File: src/rtl/ili9341_pkg.sv
// Shared ILI9341 definitions: command opcodes, decoder states and coordinate type.
// The panel driver imports the same opcodes.
package ili9341_pkg;

  localparam logic [7:0] CMD_SWRESET = 8'h01;
  localparam logic [7:0] CMD_CASET   = 8'h2A;
  localparam logic [7:0] CMD_PASET   = 8'h2B;
  localparam logic [7:0] CMD_RAMWR   = 8'h2C;
  localparam logic [7:0] CMD_RAMWRC  = 8'h3C;

  typedef enum logic [2:0] {
    ST_IDLE,
    ST_CASET,
    ST_PASET,
    ST_RAMWR,
    ST_IGNORE
  } dec_state_t;

  typedef logic [8:0] coord_t;

endpackage

File: src/rtl/ili9341_spi_deser.sv
// Oversampling SPI deserializer: synchronizes the serial pins to clk and
// rebuilds MSB-first bytes, tagging each with its DC level at the 8th bit.
module ili9341_spi_deser
  import ili9341_pkg::*;
(
  input  logic       clk,
  input  logic       rst,
  input  logic       spi_clk,
  input  logic       spi_din,
  input  logic       spi_dc,
  input  logic       spi_cs,
  output logic       byte_valid,
  output logic [7:0] byte_data,
  output logic       byte_is_cmd
);

  logic       sclk_p0, sclk_p1, sclk_p2;
  logic       din_p0, din_p1;
  logic       dc_p0, dc_p1;
  logic       cs_p0, cs_p1;
  logic [2:0] bit_cnt;
  logic [6:0] shreg;
  logic       vld_p2;
  logic       rise;

  // Stage p0/p1: two-flop synchronizers; p2 holds the previous synced clock
  always_ff @(posedge clk) begin
    if (rst) begin
      sclk_p0 <= 1'b0; sclk_p1 <= 1'b0; sclk_p2 <= 1'b0;
      din_p0  <= 1'b0; din_p1  <= 1'b0;
      dc_p0   <= 1'b0; dc_p1   <= 1'b0;
      cs_p0   <= 1'b0; cs_p1   <= 1'b0;
    end else begin
      sclk_p0 <= spi_clk; sclk_p1 <= sclk_p0; sclk_p2 <= sclk_p1;
      din_p0  <= spi_din; din_p1  <= din_p0;
      dc_p0   <= spi_dc;  dc_p1   <= dc_p0;
      cs_p0   <= spi_cs;  cs_p1   <= cs_p0;
    end
  end

  assign rise = sclk_p1 & ~sclk_p2;

  // Stage p2: shift, count and emit the completed byte
  always_ff @(posedge clk) begin
    if (rst) begin
      bit_cnt     <= 3'd0;
      vld_p2      <= 1'b0;
      byte_data   <= 8'd0;
      byte_is_cmd <= 1'b0;
    end else begin
      vld_p2 <= 1'b0;
      if (cs_p1) begin
        bit_cnt <= 3'd0;
      end else if (rise) begin
        bit_cnt <= bit_cnt + 3'd1;
        if (bit_cnt == 3'd7) begin
          vld_p2      <= 1'b1;
          byte_data   <= {shreg, din_p1};
          byte_is_cmd <= ~dc_p1;
        end
      end
    end
  end

  // Partial bits need no reset: the counter forces eight fresh shifts per byte
  always_ff @(posedge clk) begin
    if (!cs_p1 && rise) shreg <= {shreg[5:0], din_p1};
  end

  assign byte_valid = vld_p2 & ~rst;

endmodule

File: src/rtl/ili9341_spi_sink.sv
// ILI9341 serial receiver: decodes commands, tracks the column/page window
// and turns RAMWR/RAMWRC data into addressed RGB565 pixel strobes.
module ili9341_spi_sink
  import ili9341_pkg::*;
#(
  parameter int COL_MAX = 239,
  parameter int ROW_MAX = 319
) (
  input  logic        sysclk,
  input  logic        rst,
  input  logic        spi_clk,
  input  logic        spi_din,
  input  logic        spi_dc,
  input  logic        spi_cs,
  output logic        byte_valid,
  output logic [7:0]  byte_data,
  output logic        byte_is_cmd,
  output logic        pix_valid,
  output logic [8:0]  pix_x,
  output logic [8:0]  pix_y,
  output logic [15:0] pix_rgb,
  output logic [7:0]  cur_cmd
);

  localparam coord_t COL_END = coord_t'(COL_MAX);
  localparam coord_t ROW_END = coord_t'(ROW_MAX);

  dec_state_t  state_q, state_d;
  logic [1:0]  pcnt_q;
  logic        s_hi_q, e_hi_q;
  logic [7:0]  s_lo_q;
  coord_t      sc_q, ec_q, sp_q, ep_q, x_q, y_q, px_q, py_q;
  coord_t      x_adv, y_adv, start_v, end_v;
  logic [7:0]  hi_q;
  logic        hi_pend_q;
  logic [15:0] rgb_q;
  logic        pix_fire, last_param, in_param;

  ili9341_spi_deser u_deser (
    .clk        (sysclk),
    .rst        (rst),
    .spi_clk    (spi_clk),
    .spi_din    (spi_din),
    .spi_dc     (spi_dc),
    .spi_cs     (spi_cs),
    .byte_valid (byte_valid),
    .byte_data  (byte_data),
    .byte_is_cmd(byte_is_cmd)
  );

  assign in_param = (state_q == ST_CASET) || (state_q == ST_PASET);

  always_comb begin
    state_d    = state_q;
    last_param = 1'b0;
    pix_fire   = 1'b0;
    start_v    = {s_hi_q, s_lo_q};
    end_v      = {e_hi_q, byte_data};
    x_adv      = x_q + 9'd1;
    y_adv      = y_q;
    if (x_q == ec_q) begin
      x_adv = sc_q;
      y_adv = (y_q == ep_q) ? sp_q : y_q + 9'd1;
    end
    if (byte_valid) begin
      if (byte_is_cmd) begin
        case (byte_data)
          CMD_CASET:              state_d = ST_CASET;
          CMD_PASET:              state_d = ST_PASET;
          CMD_RAMWR, CMD_RAMWRC:  state_d = ST_RAMWR;
          CMD_SWRESET:            state_d = ST_IDLE;
          default:                state_d = ST_IGNORE;
        endcase
      end else begin
        last_param = in_param && (pcnt_q == 2'd3);
        if (last_param) state_d = ST_IGNORE;
        pix_fire = (state_q == ST_RAMWR) && hi_pend_q;
      end
    end
  end

  always_ff @(posedge sysclk) begin
    if (rst) state_q <= ST_IDLE;
    else     state_q <= state_d;
  end

  always_ff @(posedge sysclk) begin
    if (rst) begin
      pcnt_q    <= 2'd0;
      hi_pend_q <= 1'b0;
      cur_cmd   <= 8'd0;
      sc_q <= '0; ec_q <= COL_END; sp_q <= '0; ep_q <= ROW_END;
      x_q  <= '0; y_q  <= '0;
      px_q <= '0; py_q <= '0; rgb_q <= 16'd0;
    end else if (byte_valid) begin
      if (byte_is_cmd) begin
        cur_cmd   <= byte_data;
        pcnt_q    <= 2'd0;
        hi_pend_q <= 1'b0;
        if (byte_data == CMD_RAMWR) begin
          x_q <= sc_q;
          y_q <= sp_q;
        end
        if (byte_data == CMD_SWRESET) begin
          sc_q <= '0; ec_q <= COL_END; sp_q <= '0; ep_q <= ROW_END;
          x_q  <= '0; y_q  <= '0;
        end
      end else begin
        if (in_param) pcnt_q <= pcnt_q + 2'd1;
        // Window commits only once all four parameters have arrived
        if (last_param && state_q == ST_CASET) begin
          sc_q <= start_v; ec_q <= end_v;
        end
        if (last_param && state_q == ST_PASET) begin
          sp_q <= start_v; ep_q <= end_v;
        end
        if (state_q == ST_RAMWR) hi_pend_q <= ~hi_pend_q;
        if (pix_fire) begin
          x_q   <= x_adv;
          y_q   <= y_adv;
          px_q  <= x_q;
          py_q  <= y_q;
          rgb_q <= {hi_q, byte_data};
        end
      end
    end
  end

  always_ff @(posedge sysclk) begin
    if (byte_valid && !byte_is_cmd) begin
      if (in_param && pcnt_q == 2'd0) s_hi_q <= byte_data[0];
      if (in_param && pcnt_q == 2'd1) s_lo_q <= byte_data;
      if (in_param && pcnt_q == 2'd2) e_hi_q <= byte_data[0];
      if (state_q == ST_RAMWR && !hi_pend_q) hi_q <= byte_data;
    end
  end

  // Pixel outputs show the live pixel on the strobe cycle, then hold it
  assign pix_valid = pix_fire;
  assign pix_x     = pix_fire ? x_q : px_q;
  assign pix_y     = pix_fire ? y_q : py_q;
  assign pix_rgb   = pix_fire ? {hi_q, byte_data} : rgb_q;

endmodule

File: config.mk
export PLATFORM = sky130hd
export DESIGN_NAME = ili9341_spi_sink
export DESIGN_NICKNAME = d
export VERILOG_FILES = /design/src/rtl/ili9341_pkg.sv /design/src/rtl/ili9341_spi_deser.sv /design/src/rtl/ili9341_spi_sink.sv
export SDC_FILE = /design/constraint.sdc
export NUM_CORES = 1
export LEC_CHECK = 0
export CORE_MARGIN = 5
export CORE_UTILIZATION = 52
export CTS_CLUSTER_DIAMETER = 100
export DETAILED_ROUTE_END_ITERATION = 10
export MAX_ROUTING_LAYER = met4
export PLACE_DENSITY = 0.72
export SYNTH_ARGS = -nofsm -noshare
export SYNTH_HDL_FRONTEND = slang
export SYNTH_HIERARCHICAL = 1
export SYNTH_SLANG_ARGS = --single-unit
File: constraint.sdc
create_clock -name sysclk -period 2.4 [get_ports sysclk]
set_input_delay 0.48 -clock sysclk [delete_from_list [all_inputs] [get_ports sysclk]]
set_output_delay 0.48 -clock sysclk [all_outputs]
set_load 0.02 [all_outputs]
=== Yosys cells after proc, flatten, opt, wreduce, memory -nomap -nowiden ===
Cells that the tools add are included.

* Register bits: 149
* Input bits: 6
* Output and inout port bits: 53
* Logic and storage cells: 136

* Equality and inequality tests: 16
* Bitwise operators: 9
* Reduce and logical (&&, ||, !) cells: 39
* Mux-type cells: 37
* $add $sub $neg: 4

{| class="wikitable"
|+ Operators with widths
! cell !! number
|-
| two-way mux 9 bit || 24
|-
| == test 8 x 6 -> 1 bit (second input constant) || 4
|-
| adder 9 x 1 -> 9 bit (second input constant) || 2
|-
| == test 9 bit || 2
|-
| AND reduction 2 bit || 9
|-
| two-way mux 16 bit || 1
|-
| nonzero test 2 bit || 7
|-
| one-hot mux 3 bit (4 select lines) || 1
|-
| AND reduction 3 bit || 4
|-
| logical AND 1 bit || 10
|-
| == test 8 x 1 -> 1 bit (second input constant) || 1
|-
| two-way mux 1 bit || 7
|-
| inverter 1 bit || 7
|-
| == test 3 x 2 -> 1 bit (second input constant) || 2
|-
| two-way mux 3 bit || 2
|-
| == test 2 bit (second input constant) || 2
|-
| two-way mux 2 bit || 2
|-
| AND reduction 4 bit || 1
|-
| OR reduction 2 bit || 2
|-
| adder 3 x 1 -> 3 bit (second input constant) || 1
|-
| == test 3 x 1 -> 1 bit (second input constant) || 1
|-
| == test 3 bit (second input constant) || 1
|-
| logical NOT 1 bit || 3
|-
| != test 3 bit (second input constant) || 1
|-
| 7 further kinds || 8
|}

=== Logic depth before layout (Yosys ltp) ===
* Depth after elaboration: 8
* Mapped depth: 10
* Mapped depth without buffers: 6

=== Cells and area by module ===
Netlist, hierarchy kept.

{| class="wikitable"
|+ Modules (own cells, without submodules)
! module !! sequential area each (µm²) !! cells each !! times used !! area each (µm²)
|-
| ili9341_spi_sink || 2582.5 || 580 || 1 || 5456.5
|-
| ili9341_spi_deser || 650.6 || 82 || 1 || 968.4
|}

=== Least setup slack after synthesis ===
No wires, ideal clock.

* Path type: input to register
* From: in rst
* To: reg s_lo_q[0], enable pin
* Library setup time: 0.332 ns
* Data arrival time: 2.257 ns
* Buffers on the path: 2
* Data required time: 2.068 ns
* Cell stages on the path: 5
* Setup slack: -0.189 ns
* Cells stage by stage: clkbuf_1 -> nor2b_1 -> clkbuf_1 -> nor4b_1 -> and2_1

* Longest elaborated chain between the ends: 4

{| class="wikitable"
|+ RTL lines
! item !! line !! RTL
|-
| start, declared || ili9341_spi_sink.sv:10 || <nowiki>input logic rst,</nowiki>
|-
| inverter 1 bit || ili9341_spi_deser.sv:70 || <nowiki>assign byte_valid = vld_p2 & ~rst;</nowiki>
|-
| bitwise AND 1 bit || ili9341_spi_deser.sv:70 ||
|-
| net byte_valid || ili9341_spi_sink.sv:15 || <nowiki>output logic byte_valid,</nowiki>
|-
| logical AND 1 bit || ili9341_spi_sink.sv:130 || <nowiki>if (byte_valid && !byte_is_cmd) begin</nowiki>
|-
| AND reduction 2 bit (no line) || n/a ||
|-
| end signal, assigned || ili9341_spi_sink.sv:132 || <nowiki>if (in_param && pcnt_q == 2'd1) s_lo_q <= byte_data;</nowiki>
|-
| end, declared || ili9341_spi_sink.sv:31 || <nowiki>logic [7:0] s_lo_q;</nowiki>
|}

The timed path passes the listed nets, and every way through them passes these cells.
A chain may end at the register's enable or synchronous reset.

=== Worst setup path in the final report ===
* From: reg state_q[2]
* To: out pix_rgb[14]

* Longest elaborated chain between the ends: 5

{| class="wikitable"
|+ RTL lines
! item !! line !! RTL
|-
| start, declared || ili9341_spi_sink.sv:28 || <nowiki>dec_state_t state_q, state_d;</nowiki>
|-
| start signal, assigned || ili9341_spi_sink.sv:84 || <nowiki>else state_q <= state_d;</nowiki>
|-
| == test 3 x 2 -> 1 bit || ili9341_spi_sink.sv:77 || <nowiki>pix_fire = (state_q == ST_RAMWR) && hi_pend_q;</nowiki>
|-
| logical AND 1 bit || ili9341_spi_sink.sv:77 ||
|-
| two-way mux 1 bit || ili9341_spi_sink.sv:66 || <nowiki>if (byte_is_cmd) begin</nowiki>
|-
| two-way mux 1 bit || ili9341_spi_sink.sv:65 || <nowiki>if (byte_valid) begin</nowiki>
|-
| two-way mux 16 bit || n/a ||
|-
| end, declared || ili9341_spi_sink.sv:21 || <nowiki>output logic [15:0] pix_rgb,</nowiki>
|}

Every way passes these cells.

==> reports/summary.txt <==
Met2 wire length: 8260 um
Dominant cells by area after synthesis: dfxtp_1 39%, edfxtp_1 12%, nand2_1 6.1%
Mapped cell area: 6420 um^2
Min Tclk post-route: 2530 ps
Worst skew pair latency: 420 ps
Chip height: 121 um
Core ar.: 12,100 um^2
CTS sink count: 149
Die Wd: 121 um
Gpl congestion: 0.898
GRT Total Usage: 24.1%
CTS root buf: clkbuf_16
CP endpoint kind: output pin
CTS tree: done
Most numerous cell in the Yosys netlist: dfxtp_1
Total CTS buffers: 17
Inserted Diodes: 0
Failing checks: negative setup slack
DRC errors left: 0
Drt first pass iters: 5
DRT antenna net count: 0
Hold wc startpoint: u_deser/dc_p1
Finished Cell Area: 8230 um^2
Total Neg Setup Slack: -2090 ps
CP max FO: 6
Reg-to-Reg Start: x_q[6]
Final WS setup: -134 ps
WP data required: 1920 ps
Worst slew pin tran: 766 ps
Rows: 40
Port bufs: 58
RSZ-0062 raised after global routing: true
Hold Vio Cnt, Final: 0
Worst IR Drop VDD: 0.000482 V
Relative slew slack: 48.9%
Die Area: 14,700 um^2
Synth cell count leaders: 124 x dfxtp_1, 104 x nand2_1, 60 x a21oi_1
Slew Viols, Final: 0
Post-synth EDFFs: 25
Final setup viols: 33
Status: finished with violations
DR top layer: met4
Layout area overhead: 28.1%
Worst path arrival time: 2050 ps
Final net count: 765
Final HPWL DP: 10,800 um
Netlist cell types: 64
Pin count of the biggest net entering global routing: 73
DRT iter0 DRCs: 480
Yosys warnings: 6
Post-synth top area share: 38.6%
Startpoint Class: flip-flop
Via count of the first global-routing pass: 5,101
Max-Cap Viols: 0
Fmax: 0.395 GHz
Seq/Total Area, Yosys: 50.3%
GRT overflow: 0
Critical Path Source: state_q[2]
Clk_skew: 10.6 ps
CTS H-tree lvls: 4
Gate Count Post-Synth: 662
WL/cell: 18.2 um
IO Pins: 59
Global-route wire length before repair: 26,700 um
Syn_nets: 676
Met1 WL: 7560 um
Share of flip-flops with an asynchronous set or reset: 0%
Via density: 5.66
#FFs+latches synth: 149
Primary FF master, synth: dfxtp_1
Vias: 5,274
Setup Crit Path Kind: reg -> out
Clk buf depth: 2
WHS: 431 ps
Synth area leader: dfxtp_1
Fill count: 910
Placed Area: 7390 um^2
Clock transition at path regs: 60 ps
Leak: 3.14 nW
Avg Cell Area, Syn: 9.71 um^2
Final Util: 68.2%
Min-Delay Path Class: reg -> reg
PwrDens: 643 nW/um^2
Layout cell share with drive strength beyond 1: 23.8%
WL final: 17,000 um
Met3 wire length: 903 um
Initial Utilization: 53.3%
Initial antenna violation count: 0
Final period util: 106%
## repair_timing
item,in CTS,in global routing
buffers inserted,6,2
gates resized for setup,148,66
endpoints found under the setup margin,35,35
pin swaps,1,1
cloned,3,0
hold buffers,0,0
## where the power goes
group | switching [mW] | internal, mW | leakage (nW) | total, mW
registers | 0.00802 | 2.55 | 1.23 | 2.56
clock network | 1.07 | 1.59 | 0.292 | 2.66
logic | 0.0480 | 0.0290 | 1.62 | 0.0770
## worst paths after layout
path	end	slack [ps]	cells past startpoint
max	pix_rgb[14]	-130	7
min	u_deser/byte_is_cmd	430	1
max reg2reg	y_q[2]	200	7
min reg2reg	u_deser/byte_is_cmd	430	1
## cell type report
cell class,count,area (um^2),area share (%)
Sequential cell,149,3230,39.3
Timing Repair Buffer,118,1160,14.1
Clock buffer,20,489,5.94
Multi-Input combinational cell,453,2980,36.2
Tap cell,168,210,2.55
Inverter,12,45.0,0.547
Clock inverter,12,113,1.37
## routing by layer
metal  vias to the layer above  GRT usage [%]
li1                       2500              -
met3                        21           5.22
met5                         -              -
met4                         0           8.96
met1                      2576           31.2
met2                       177           37.3
## stage by stage
stage	setup WS, ps	cells	power, mW
finish	-134	932	5.30
global route	-183	932	5.45
CTS	-165	930	5.34
detailed placement	-165	889	2.69
global placement	-138	889	2.68
floorplan	25.4	662	2.66
## kinds of logic (layout without fill, tap and decap cells)
logic type | after synthesis | count (layout) | share of synthesized area [%]
AO/OA/AOI/OAI | 133 | 133 | 13.5
flip-flops | 149 | 149 | 50.3
buffers and inverters | 60 | 162 | 4.23
XOR/XNOR | 28 | 28 | 3.82
multiplexers | 38 | 38 | 6.58
AND/OR/NAND/NOR | 246 | 246 | 20.0
adder cells (fa/ha/maj) | 8 | 8 | 1.56
## registers in the layout, summed over array words and instances (netlist names), 9 cells and up
| name | count |
|---|---|
| x_q | 9 |
| rgb_q | 16 |
| y_q | 9 |
| ec_q | 9 |
| py_q | 9 |
| sp_q | 9 |
| px_q | 9 |
| ep_q | 9 |
| sc_q | 9 |
## critical path, cell delays in order (launching register included)
cell and delay, ps:
dfxtp_2 320, and3b_2 260, and3_4 230, nand2_8 100, buf_12 170, buf_6 120
mux2_4 300, buf_6 130
## cells in the final DEF (no fill, tap or decap), types with 3 or more instances in the layout
cell | netlist | layout
inv_1 | 12 | 12
mux2_2 | 34 | 29
mux2_4 | 0 | 5
buf_6 | 3 | 33
a31oi_1 | 4 | 4
o311ai_0 | 3 | 3
clkbuf_16 | 0 | 19
buf_12 | 0 | 4
nor4_1 | 4 | 4
and2_1 | 40 | 40
a41oi_1 | 3 | 3
o211ai_1 | 10 | 10
o21ai_0 | 15 | 15
clkinvlp_4 | 0 | 3
nand2_1 | 104 | 103
clkdlybuf4s50_1 | 0 | 22
dfxtp_1 | 124 | 123
o21a_1 | 3 | 3
a311oi_1 | 10 | 10
buf_2 | 10 | 6
a21oi_1 | 60 | 60
nand4_1 | 5 | 5
nand3b_1 | 4 | 4
xor2_1 | 9 | 9
a2bb2oi_1 | 4 | 4
xnor2_1 | 19 | 19
mux2i_1 | 4 | 4
edfxtp_1 | 25 | 25
nor2_1 | 22 | 22
buf_16 | 0 | 3
buf_4 | 3 | 49
ha_1 | 8 | 8
nor3_1 | 8 | 8
nor2b_1 | 22 | 21
a311o_1 | 3 | 3
nand3_1 | 13 | 13
Power figures use the tool's default switching activity.
